File: config.mk
export PLATFORM = sky130hd
export DESIGN_NAME = clk_div_gen_multi
export DESIGN_NICKNAME = d
export VERILOG_FILES = /design/src/rtl/clk_div_gen_multi.sv
export SDC_FILE = /design/constraint.sdc
export NUM_CORES = 1
export LEC_CHECK = 0
export CAP_MARGIN = 30
export CORE_MARGIN = 5
export CORE_UTILIZATION = 35
export DETAILED_ROUTE_END_ITERATION = 16
export PLACE_DENSITY = 0.57
export RECOVER_POWER = 25
export SYNTH_ARGS = -nofsm -noshare
export SYNTH_HDL_FRONTEND = slang
export SYNTH_SLANG_ARGS = --single-unit
export TNS_END_PERCENT = 30
File: constraint.sdc
create_clock -name CLK -period 5.3 [get_ports CLK]
set_input_delay 1.325 -clock CLK [delete_from_list [all_inputs] [get_ports CLK]]
set_output_delay 1.325 -clock CLK [all_outputs]
set_load 0.1 [all_outputs]
File: src/rtl/clk_div_gen_multi.sv
// Multi-channel programmable clock divider with glitch-free start/stop,
// period-boundary config updates and a stretched synchronous-release reset.
module clk_div_gen_multi #(
   parameter int NUM_CH   = 2,
   parameter int DIV_W    = 8,
   parameter int DEF_DIV  = 2,
   parameter int DEF_HIGH = 1,
   parameter int RST_HOLD = 4,
   localparam int CH_W    = (NUM_CH > 1) ? $clog2(NUM_CH) : 1
) (
   input  logic              CLK,
   input  logic              RST,
   input  logic              cfg_valid,
   output logic              cfg_ready,
   input  logic [CH_W-1:0]   cfg_ch,
   input  logic [DIV_W-1:0]  cfg_div,
   input  logic [DIV_W-1:0]  cfg_high,
   input  logic [NUM_CH-1:0] ch_en,
   output logic [NUM_CH-1:0] clk_out,
   output logic [NUM_CH-1:0] clk_rise,
   output logic [NUM_CH-1:0] running,
   output logic              rst_out
);

   typedef enum logic [1:0] {S_IDLE = 2'd0, S_RUN = 2'd1, S_STOP = 2'd2} ch_state_t;

   localparam logic [DIV_W-1:0] DEF_DIV_V  = DIV_W'(DEF_DIV);
   localparam logic [DIV_W-1:0] DEF_HIGH_V = DIV_W'(DEF_HIGH);
   localparam logic [7:0]       HOLD_LAST  = 8'(RST_HOLD - 1);

   ch_state_t         state_q    [NUM_CH];
   ch_state_t         state_d    [NUM_CH];
   logic [DIV_W-1:0]  count_q    [NUM_CH];
   logic [DIV_W-1:0]  count_d    [NUM_CH];
   logic [DIV_W-1:0]  div_act_q  [NUM_CH];
   logic [DIV_W-1:0]  div_act_d  [NUM_CH];
   logic [DIV_W-1:0]  high_act_q [NUM_CH];
   logic [DIV_W-1:0]  high_act_d [NUM_CH];
   logic [DIV_W-1:0]  div_sh_q   [NUM_CH];
   logic [DIV_W-1:0]  div_sh_d   [NUM_CH];
   logic [DIV_W-1:0]  high_sh_q  [NUM_CH];
   logic [DIV_W-1:0]  high_sh_d  [NUM_CH];
   logic [NUM_CH-1:0] pending_q, pending_d;
   logic [NUM_CH-1:0] clk_out_q, clk_out_d;
   logic [NUM_CH-1:0] rise_q, rise_d;
   logic [NUM_CH-1:0] cap, wrap;
   logic [DIV_W-1:0]  div_c, high_c;
   logic [7:0]        hold_cnt;

   // Handshake: a transfer occurs on any CLK edge where cfg_valid and
   // cfg_ready are both high; cfg_ready depends only on pending[cfg_ch].
   // An out-of-range channel reads ready and the write is dropped.
   assign cfg_ready = (int'(cfg_ch) < NUM_CH) ? ~pending_q[cfg_ch] : 1'b1;
   assign clk_out   = clk_out_q;
   assign clk_rise  = rise_q;

   always_comb begin
      div_c = (cfg_div < DIV_W'(2)) ? DIV_W'(2) : cfg_div;
      if (cfg_high == '0)          high_c = DIV_W'(1);
      else if (cfg_high >= div_c)  high_c = div_c - DIV_W'(1);
      else                         high_c = cfg_high;
   end

   always_comb begin
      cap     = '0;
      wrap    = '0;
      running = '0;
      for (int i = 0; i < NUM_CH; i++) begin
         cap[i]     = cfg_valid && cfg_ready && (int'(cfg_ch) == i);
         wrap[i]    = (count_q[i] == div_act_q[i] - DIV_W'(1));
         running[i] = (state_q[i] != S_IDLE);
      end
   end

   always_comb begin
      state_d    = state_q;
      count_d    = count_q;
      div_act_d  = div_act_q;
      high_act_d = high_act_q;
      div_sh_d   = div_sh_q;
      high_sh_d  = high_sh_q;
      pending_d  = pending_q;
      clk_out_d  = clk_out_q;
      rise_d     = '0;
      for (int i = 0; i < NUM_CH; i++) begin
         if (cap[i]) begin
            div_sh_d[i]  = div_c;
            high_sh_d[i] = high_c;
            pending_d[i] = 1'b1;
         end
         case (state_q[i])
            S_IDLE: begin
               count_d[i]   = '0;
               clk_out_d[i] = 1'b0;
               if (ch_en[i]) begin
                  state_d[i]   = S_RUN;
                  clk_out_d[i] = 1'b1;
                  rise_d[i]    = 1'b1;
                  // A write landing with the enable defines the first period.
                  if (cap[i]) begin
                     div_act_d[i]  = div_c;
                     high_act_d[i] = high_c;
                     pending_d[i]  = 1'b0;
                  end else if (pending_q[i]) begin
                     div_act_d[i]  = div_sh_q[i];
                     high_act_d[i] = high_sh_q[i];
                     pending_d[i]  = 1'b0;
                  end
               end else if (pending_q[i]) begin
                  div_act_d[i]  = div_sh_q[i];
                  high_act_d[i] = high_sh_q[i];
                  pending_d[i]  = 1'b0;
               end
            end
            S_RUN, S_STOP: begin
               if (wrap[i]) begin
                  count_d[i] = '0;
                  if (pending_q[i]) begin
                     div_act_d[i]  = div_sh_q[i];
                     high_act_d[i] = high_sh_q[i];
                     pending_d[i]  = 1'b0;
                  end
                  state_d[i]   = ch_en[i] ? S_RUN : S_IDLE;
                  clk_out_d[i] = ch_en[i];
                  rise_d[i]    = ch_en[i];
               end else begin
                  count_d[i]   = count_q[i] + DIV_W'(1);
                  clk_out_d[i] = (count_q[i] + DIV_W'(1)) < high_act_q[i];
                  state_d[i]   = ch_en[i] ? S_RUN : S_STOP;
               end
            end
            default: begin
               state_d[i]   = S_IDLE;
               count_d[i]   = '0;
               clk_out_d[i] = 1'b0;
            end
         endcase
      end
   end

   always_ff @(posedge CLK or posedge RST) begin
      if (RST) begin
         for (int i = 0; i < NUM_CH; i++) begin
            state_q[i]    <= S_IDLE;
            count_q[i]    <= '0;
            div_act_q[i]  <= DEF_DIV_V;
            high_act_q[i] <= DEF_HIGH_V;
            div_sh_q[i]   <= DEF_DIV_V;
            high_sh_q[i]  <= DEF_HIGH_V;
         end
         pending_q <= '0;
         clk_out_q <= '0;
         rise_q    <= '0;
      end else begin
         state_q    <= state_d;
         count_q    <= count_d;
         div_act_q  <= div_act_d;
         high_act_q <= high_act_d;
         div_sh_q   <= div_sh_d;
         high_sh_q  <= high_sh_d;
         pending_q  <= pending_d;
         clk_out_q  <= clk_out_d;
         rise_q     <= rise_d;
      end
   end

   // rst_out clears on the RST_HOLD-th edge after release; RST restarts it.
   always_ff @(posedge CLK or posedge RST) begin
      if (RST) begin
         rst_out  <= 1'b1;
         hold_cnt <= '0;
      end else if (rst_out) begin
         if (hold_cnt == HOLD_LAST) rst_out  <= 1'b0;
         else                       hold_cnt <= hold_cnt + 8'd1;
      end
   end

endmodule

==> run metrics, run 1 <==
num rows 46; Clk pin slew, worst setup/hold paths approximately 0.070 ns; placed cell count 810; syn_area_per_cell 9.69 um^2; Primary FF master, synth dfrtp_1; router iterations before antenna repair 4; detailed placement HPWL 10500 um; core area roughly 16000 um^2; f_max 0.221 GHz; number of synthesized register bits slightly below 100; Fin Clk Skew around 0.0066 ns; Worst Setup End Kind register; Final Routed Wirelength about 14000 um; sequential fraction of the synthesis area about 44%; clk buf depth 2; # IOs 30; Final Non-Filler Cells between 800 and 900; worst hold path type register to register; mapped cell area roughly 5600 um^2; hold slack roughly 0.47 ns; Vias between 4k and 5k; CTS buffer count 9; Placer Congestion 0.877; EDFF count, synth 0; IR drop worst, VDD roughly 360 uV; Crit path required time roughly 5.5 ns; Synth async-reset ratio 100%; Yosys warnings 0; Setup Viol. Count Final 0; layout cells sized above 1 8.52%; failing checks capacitance limit, slew limit; Synth top cells by count dfrtp_1, nand2_1, o21ai_0, inv_1, ha_1; drt drc 0; Mapped Cells approximately 580; TNS Setup 0 ns; initial antenna violation count 0; P per Cell Area 534 nW/um^2; outcome finished with violations; final period utilization 85.3%; routed vias/inst approximately 5.3; cell taking the most area after synthesis dfrtp_1; Max FO, Critical Path 14; Die Wd roughly 140 um; RSZ-0062 raised after global routing no; Die Y-Extent 137 um; per-cell routed wire length 17.1 um; P_leak ~2.9 nW; CP Class input port to register; nets@finish between 600 and 700; synth unique cells 63; CTS tree done; Synth area leaders dfrtp_1, ha_1, dfstp_2; n_diodes 0; Hold Buf Count CTS 0; Final Hold Viols 0; GRT Residual Overflow 0; Setup crit start kind input port; max_cap viols 1; worst skew pair latency 0.35 ns; Die ar. about 19000 um^2; CTS Root Cell clkbuf_16; Initial Util 35.5%; Worst Tran Pin Value approximately 1.8 ns; min cycle time layout between 4 and 5 ns; first-pass GRT wire length 23300 um; Layout area overhead 15.6%; H-tree levels 3; Slew Viols, Final 70; CTS resizes 0; vias in the first global route 4435; Area after DPL a little over 6000 um^2; share of the synthesized area in the top cell type about 40%; clock sink total a little under 100; post-CTS setup buffer count 0; R2R Setup Slk slightly below 2 ns; Iter 0 DRT Violations 224; Total GRT Usage between 10% and 20%; CP arrival 4.76 ns; final design area excluding fillers about 6500 um^2; Post-Syn Nets 633; most numerous cell in the Yosys netlist dfrtp_1; antenna-violating nets left 0; relative slew slack -17.1%; port buffer count 29; largest net degree at the start of global routing 70
==> flip-flops by register name, indices dropped and copies added, names as in the netlist <==
signal	flops
hold_cnt	8
clk_out	2
div_act_q	16
pending_q	2
count_q	16
clk_rise	2
high_act_q	16
high_sh_q	16
state_q	4
div_sh_q	16
rst_out	1
==> area by class of cell <==
class | instances | area, um^2
well taps | 216 | 270
repair buffers | 39 | 360
clock buffers | 11 | 243
inverters | 39 | 148
clock inverters | 5 | 100
multi-input cells | 417 | 2880
flip-flops and latches | 99 | 2490
fillers | 1549 | 9340
==> per-layer routing <==
| metal | track usage [%] | up-vias | wire (um) |
|---|---|---|---|
| li1 | - | 2135 | - |
| met1 | 20.9 | 2125 | 6550 |
| met2 | 26.3 | 82 | 6840 |
| met3 | 3.13 | 25 | 388 |
| met4 | 5.71 | 0 | 342 |
| met5 | 0 | - | 0 |
==> path summary, 6_finish.rpt <==
path                       cells after the start                   endpoint                      from
hold / removal                                 1    hold_cnt[7]$_DFFE_PP0P_   hold_cnt[7]$_DFFE_PP0P_
max in group asynchronous                      4          rst_out$_DFF_PP1_                       RST
min in group asynchronous                      2   div_act_q[6]$_DFFE_PP0P_                       RST
setup / recovery                              14  high_act_q[3]$_DFFE_PP0P_                cfg_div[5]
setup reg to reg                               9   div_act_q[6]$_DFFE_PP0P_  div_act_q[0]$_DFFE_PP0P_
hold reg to reg                                1    hold_cnt[7]$_DFFE_PP0P_   hold_cnt[7]$_DFFE_PP0P_
==> metrics by stage <==
stage	util (%)	total power [mW]	setup WS (ns)
after floorplan	-	2.35	0.858
after global placement	38.8	2.68	0.541
after detailed placement	39.0	2.73	0.464
after CTS	41.1	3.50	0.845
after global routing	41.0	3.71	0.637
final	41.0	3.46	0.781
==> logic make-up (layout without fill, tap and decap cells) <==
group / Yosys count / in the layout / synth area share [%]
AO/OA/AOI/OAI: 159 / 159 / 20.0
XOR/XNOR: 38 / 38 / 5.93
adder cells (fa/ha/maj): 32 / 32 / 7.13
buffers and inverters: 63 / 94 / 4.39
flip-flops: 99 / 99 / 44.3
multiplexers: 16 / 16 / 2.92
AND/OR/NAND/NOR: 172 / 172 / 15.3
==> worst max-delay path, cell delays in order <==
cell,delay (ns)
clkdlybuf4s50_1,0.48
or3_1,0.43
or4_1,0.44
o21ai_1,0.20
inv_1,0.12
ha_1,0.28
nand2b_1,0.14
a211o_1,0.29
a21oi_1,0.12
o21ai_1,0.08
buf_4,0.21
mux2i_1,0.29
o21ai_0,0.15
a22o_1,0.21
==> layout by cell type (no fill, tap or decap), types with 5 or more instances in the layout <==
cell type / count
nand4_1: 5
dfstp_2: 9
nor3_1: 9
xor2_1: 12
nor2_1: 26
nand2_1: 61
and3_1: 13
a21o_1: 5
dfrtp_1: 90
inv_1: 37
o22ai_1: 24
a22oi_1: 12
a2bb2oi_1: 14
nand3_1: 12
o21ai_0: 46
nor2b_1: 9
and2_1: 6
clkbuf_16: 9
buf_4: 10
a22o_1: 6
nand2b_1: 7
xnor2_1: 26
mux2i_1: 13
or3_1: 7
ha_1: 32
a21oi_1: 10
clkdlybuf4s50_1: 27
==> where the power goes <==
| part | internal (mW) | switching, mW | total [mW] |
|---|---|---|---|
| sequential | 1.03 | 0.219 | 1.25 |
| combinational | 0.552 | 0.906 | 1.46 |
| clock | 0.473 | 0.282 | 0.755 |
Power figures use the tool's default switching activity.
==> run 2: changes to the inputs <==
- CORE_UTILIZATION: 35 -> 45
- PLACE_DENSITY: 0.57 -> 0.69
==> run 2 against run 1 <==
- flip-flop and latch count is the same
- global-route usage grew 3.9 points
- maximum frequency shrank 0.55%
- routed wire length shrank 2.0%
- sequential power is essentially flat
- critical endpoint unchanged
- critical path type unchanged
- combinational power is essentially flat
- final cell count shrank 5.9%
- register-to-register slack lost 0.04 ns
- cell area shrank 1.7%
- the run still ends with capacitance limit, slew limit left
- highest routed layer unchanged
- critical path depth is the same
==> run metrics, run 2 (same netlist as run 1, synthesis figures left out) <==
nets@finish 658 (-0.15%); CTS resizes 0 (unchanged); Worst Tran Pin Value 1.71 ns (-0.0419 ns); TNS Setup 0 ns (unchanged); Setup Viol. Count Final 0 (unchanged); failing checks capacitance limit, slew limit; Worst Setup End Kind register; Final Hold Viols 0 (unchanged); Initial Util 46.3% (+11 points); Placer Congestion 0.871 (-0.59%); clk buf depth 2 (unchanged); drt drc 0 (unchanged); CTS tree done; Final Non-Filler Cells 777 (-5.9%); total power 3.39 mW (-2.2%); num rows 40 (-13%); antenna-violating nets left 0 (unchanged); Die Y-Extent 122 um (-11%); max_cap viols 1 (unchanged); P_leak 2.89 nW (-1.1%); routed vias/inst 5.70 (+7.8%); hold path depth 2 (+1); Layout area overhead 13.7%; Die ar. 14800 um^2 (-21%); commonest non-fill, non-tap cell in the layout dfrtp_1; Hold Path End high_sh_q[1]$_DFFE_PP0P_; post-CTS setup buffer count 0 (unchanged); n_diodes 0 (unchanged); Hold Buf Count CTS 0 (unchanged); outcome finished with violations; worst skew pair latency 0.36 ns (about the same); worst hold path type register to register; Slew Viols, Final 71 (+1.4%); Crit path required time 5.55 ns (about the same); CTS buffer count 9 (unchanged); f_max 0.220 GHz (-0.55%); IR drop worst, VDD 174 uV (-51%); Total GRT Usage 19.9% (+3.9 points); RR Endpoint high_act_q[6]$_DFFE_PP0P_; clock sink total 99 (unchanged); Max FO, Critical Path 14 (unchanged); R2R Path Start div_act_q[0]$_DFFE_PP0P_; layout cells sized above 1 8.37% (-0.15 points); Vias 4427 (+1.4%); port buffer count 29 (unchanged); largest net degree at the start of global routing 71 (+1.4%); H-tree levels 3 (unchanged); Clk pin slew, worst setup/hold paths 0.07 ns (about the same); fill cell count 1155 (-25%); reg2reg path depth 9 (unchanged); CP arrival 4.79 ns (+0.03 ns); detailed placement HPWL 10200 um (-3.3%); Fin Clk Skew 0.00846 ns (+0.00185 ns); relative slew slack -14.3% (+2.8 points); final design area excluding fillers 6380 um^2 (-1.7%); # IOs 30 (unchanged); final period utilization 85.7% (+0.47 points); min cycle time layout 4.54 ns (+0.0250 ns); first-pass GRT wire length 23100 um (-0.98%); core area 12100 um^2 (-23%); R2R Setup Slk 1.91 ns (-0.04 ns); initial antenna violation count 0 (unchanged); per-cell routed wire length 17.8 um (+4.2%); router iterations before antenna repair 5 (+1); vias in the first global route 4433 (-0.045%); Area after DPL 6100 um^2 (-1.1%); RSZ-0062 raised after global routing no; Die Wd 122 um (-11%); Iter 0 DRT Violations 307 (+37%); Setup crit start kind input port; GRT Residual Overflow 0 (unchanged); P per Cell Area 531 nW/um^2 (-0.52%); CTS Root Cell clkbuf_16; CP Class input port to register; Final Routed Wirelength 13800 um (-2.0%); commonest non-fill, non-tap cells in the layout dfrtp_1, nand2_1, o21ai_0; hold_sp high_sh_q[1]$_DFFE_PP0P_; placed cell count 761 (-6.0%)
run 2: changes by cell type in the layout (fill, tap and decap cells not counted), sizes merged:
cell,previous run,this run
inv,37,39
clkinv,3,2
clkinvlp,1,3
bufinv,3,1
clkbuf,12,11
buf,10,9
run 2: worst max path at each step:
stage | slack (ns) | cells after the start | end | from
after floorplan | 0.86 | 13 | high_act_q[3]$_DFFE_PP0P_ | cfg_div[3]
after global placement | 0.55 | 14 | high_act_q[8]$_DFFE_PP1P_ | cfg_div[4]
after detailed placement | 0.41 | 14 | high_act_q[3]$_DFFE_PP0P_ | cfg_div[4]
after CTS | 0.80 | 14 | high_act_q[3]$_DFFE_PP0P_ | cfg_div[4]
after global routing | 0.48 | 14 | high_act_q[3]$_DFFE_PP0P_ | cfg_div[4]
final | 0.76 | 14 | high_act_q[3]$_DFFE_PP0P_ | cfg_div[4]
run 2: worst max-delay path, stage by stage:
cell and delay (ns):
clkdlybuf4s50_1 0.54, or3_1 0.42, or4_1 0.43, o21ai_1 0.19, inv_1 0.11, ha_1 0.27, nand2b_1 0.14, a211o_1 0.28
a21oi_1 0.13, o21ai_1 0.09, buf_4 0.21, mux2i_1 0.30, o21ai_0 0.13, a22o_1 0.21
run 2: stage by stage:
stage	hold WS [ns]	setup slack [ns]	utilization, %
after global routing	0.506	0.479	52.7
after CTS	0.486	0.801	52.9
after detailed placement	0.470	0.415	50.4
after floorplan	0.439	0.858	-
final	0.483	0.756	52.7
after global placement	0.456	0.551	50.1
run 2: power by group:
group / switching, mW / internal [mW] / total [mW]
combinational: 0.903 / 0.549 / 1.45
clock: 0.309 / 0.372 / 0.682
sequential: 0.224 / 1.03 / 1.26
run 2: layout make-up:
type	instances	area [um^2]	share of cell area, %
Tap cell	168	210	3.30
Inverter	39	148	2.31
Timing Repair Buffer	38	353	5.53
Clock inverter	6	73.8	1.16
Sequential cell	99	2490	39.0
Clock buffer	10	229	3.59
Multi-Input combinational cell	417	2880	45.1
run 2: layer usage:
layer	vias to the layer above	part of all wire, %	GRT usage, %
li1	2132	-	-
met3	19	5.6	3.48
met5	-	0	0
met4	0	1.9	7.07
met2	122	45	30.1
met1	2154	47	28.6
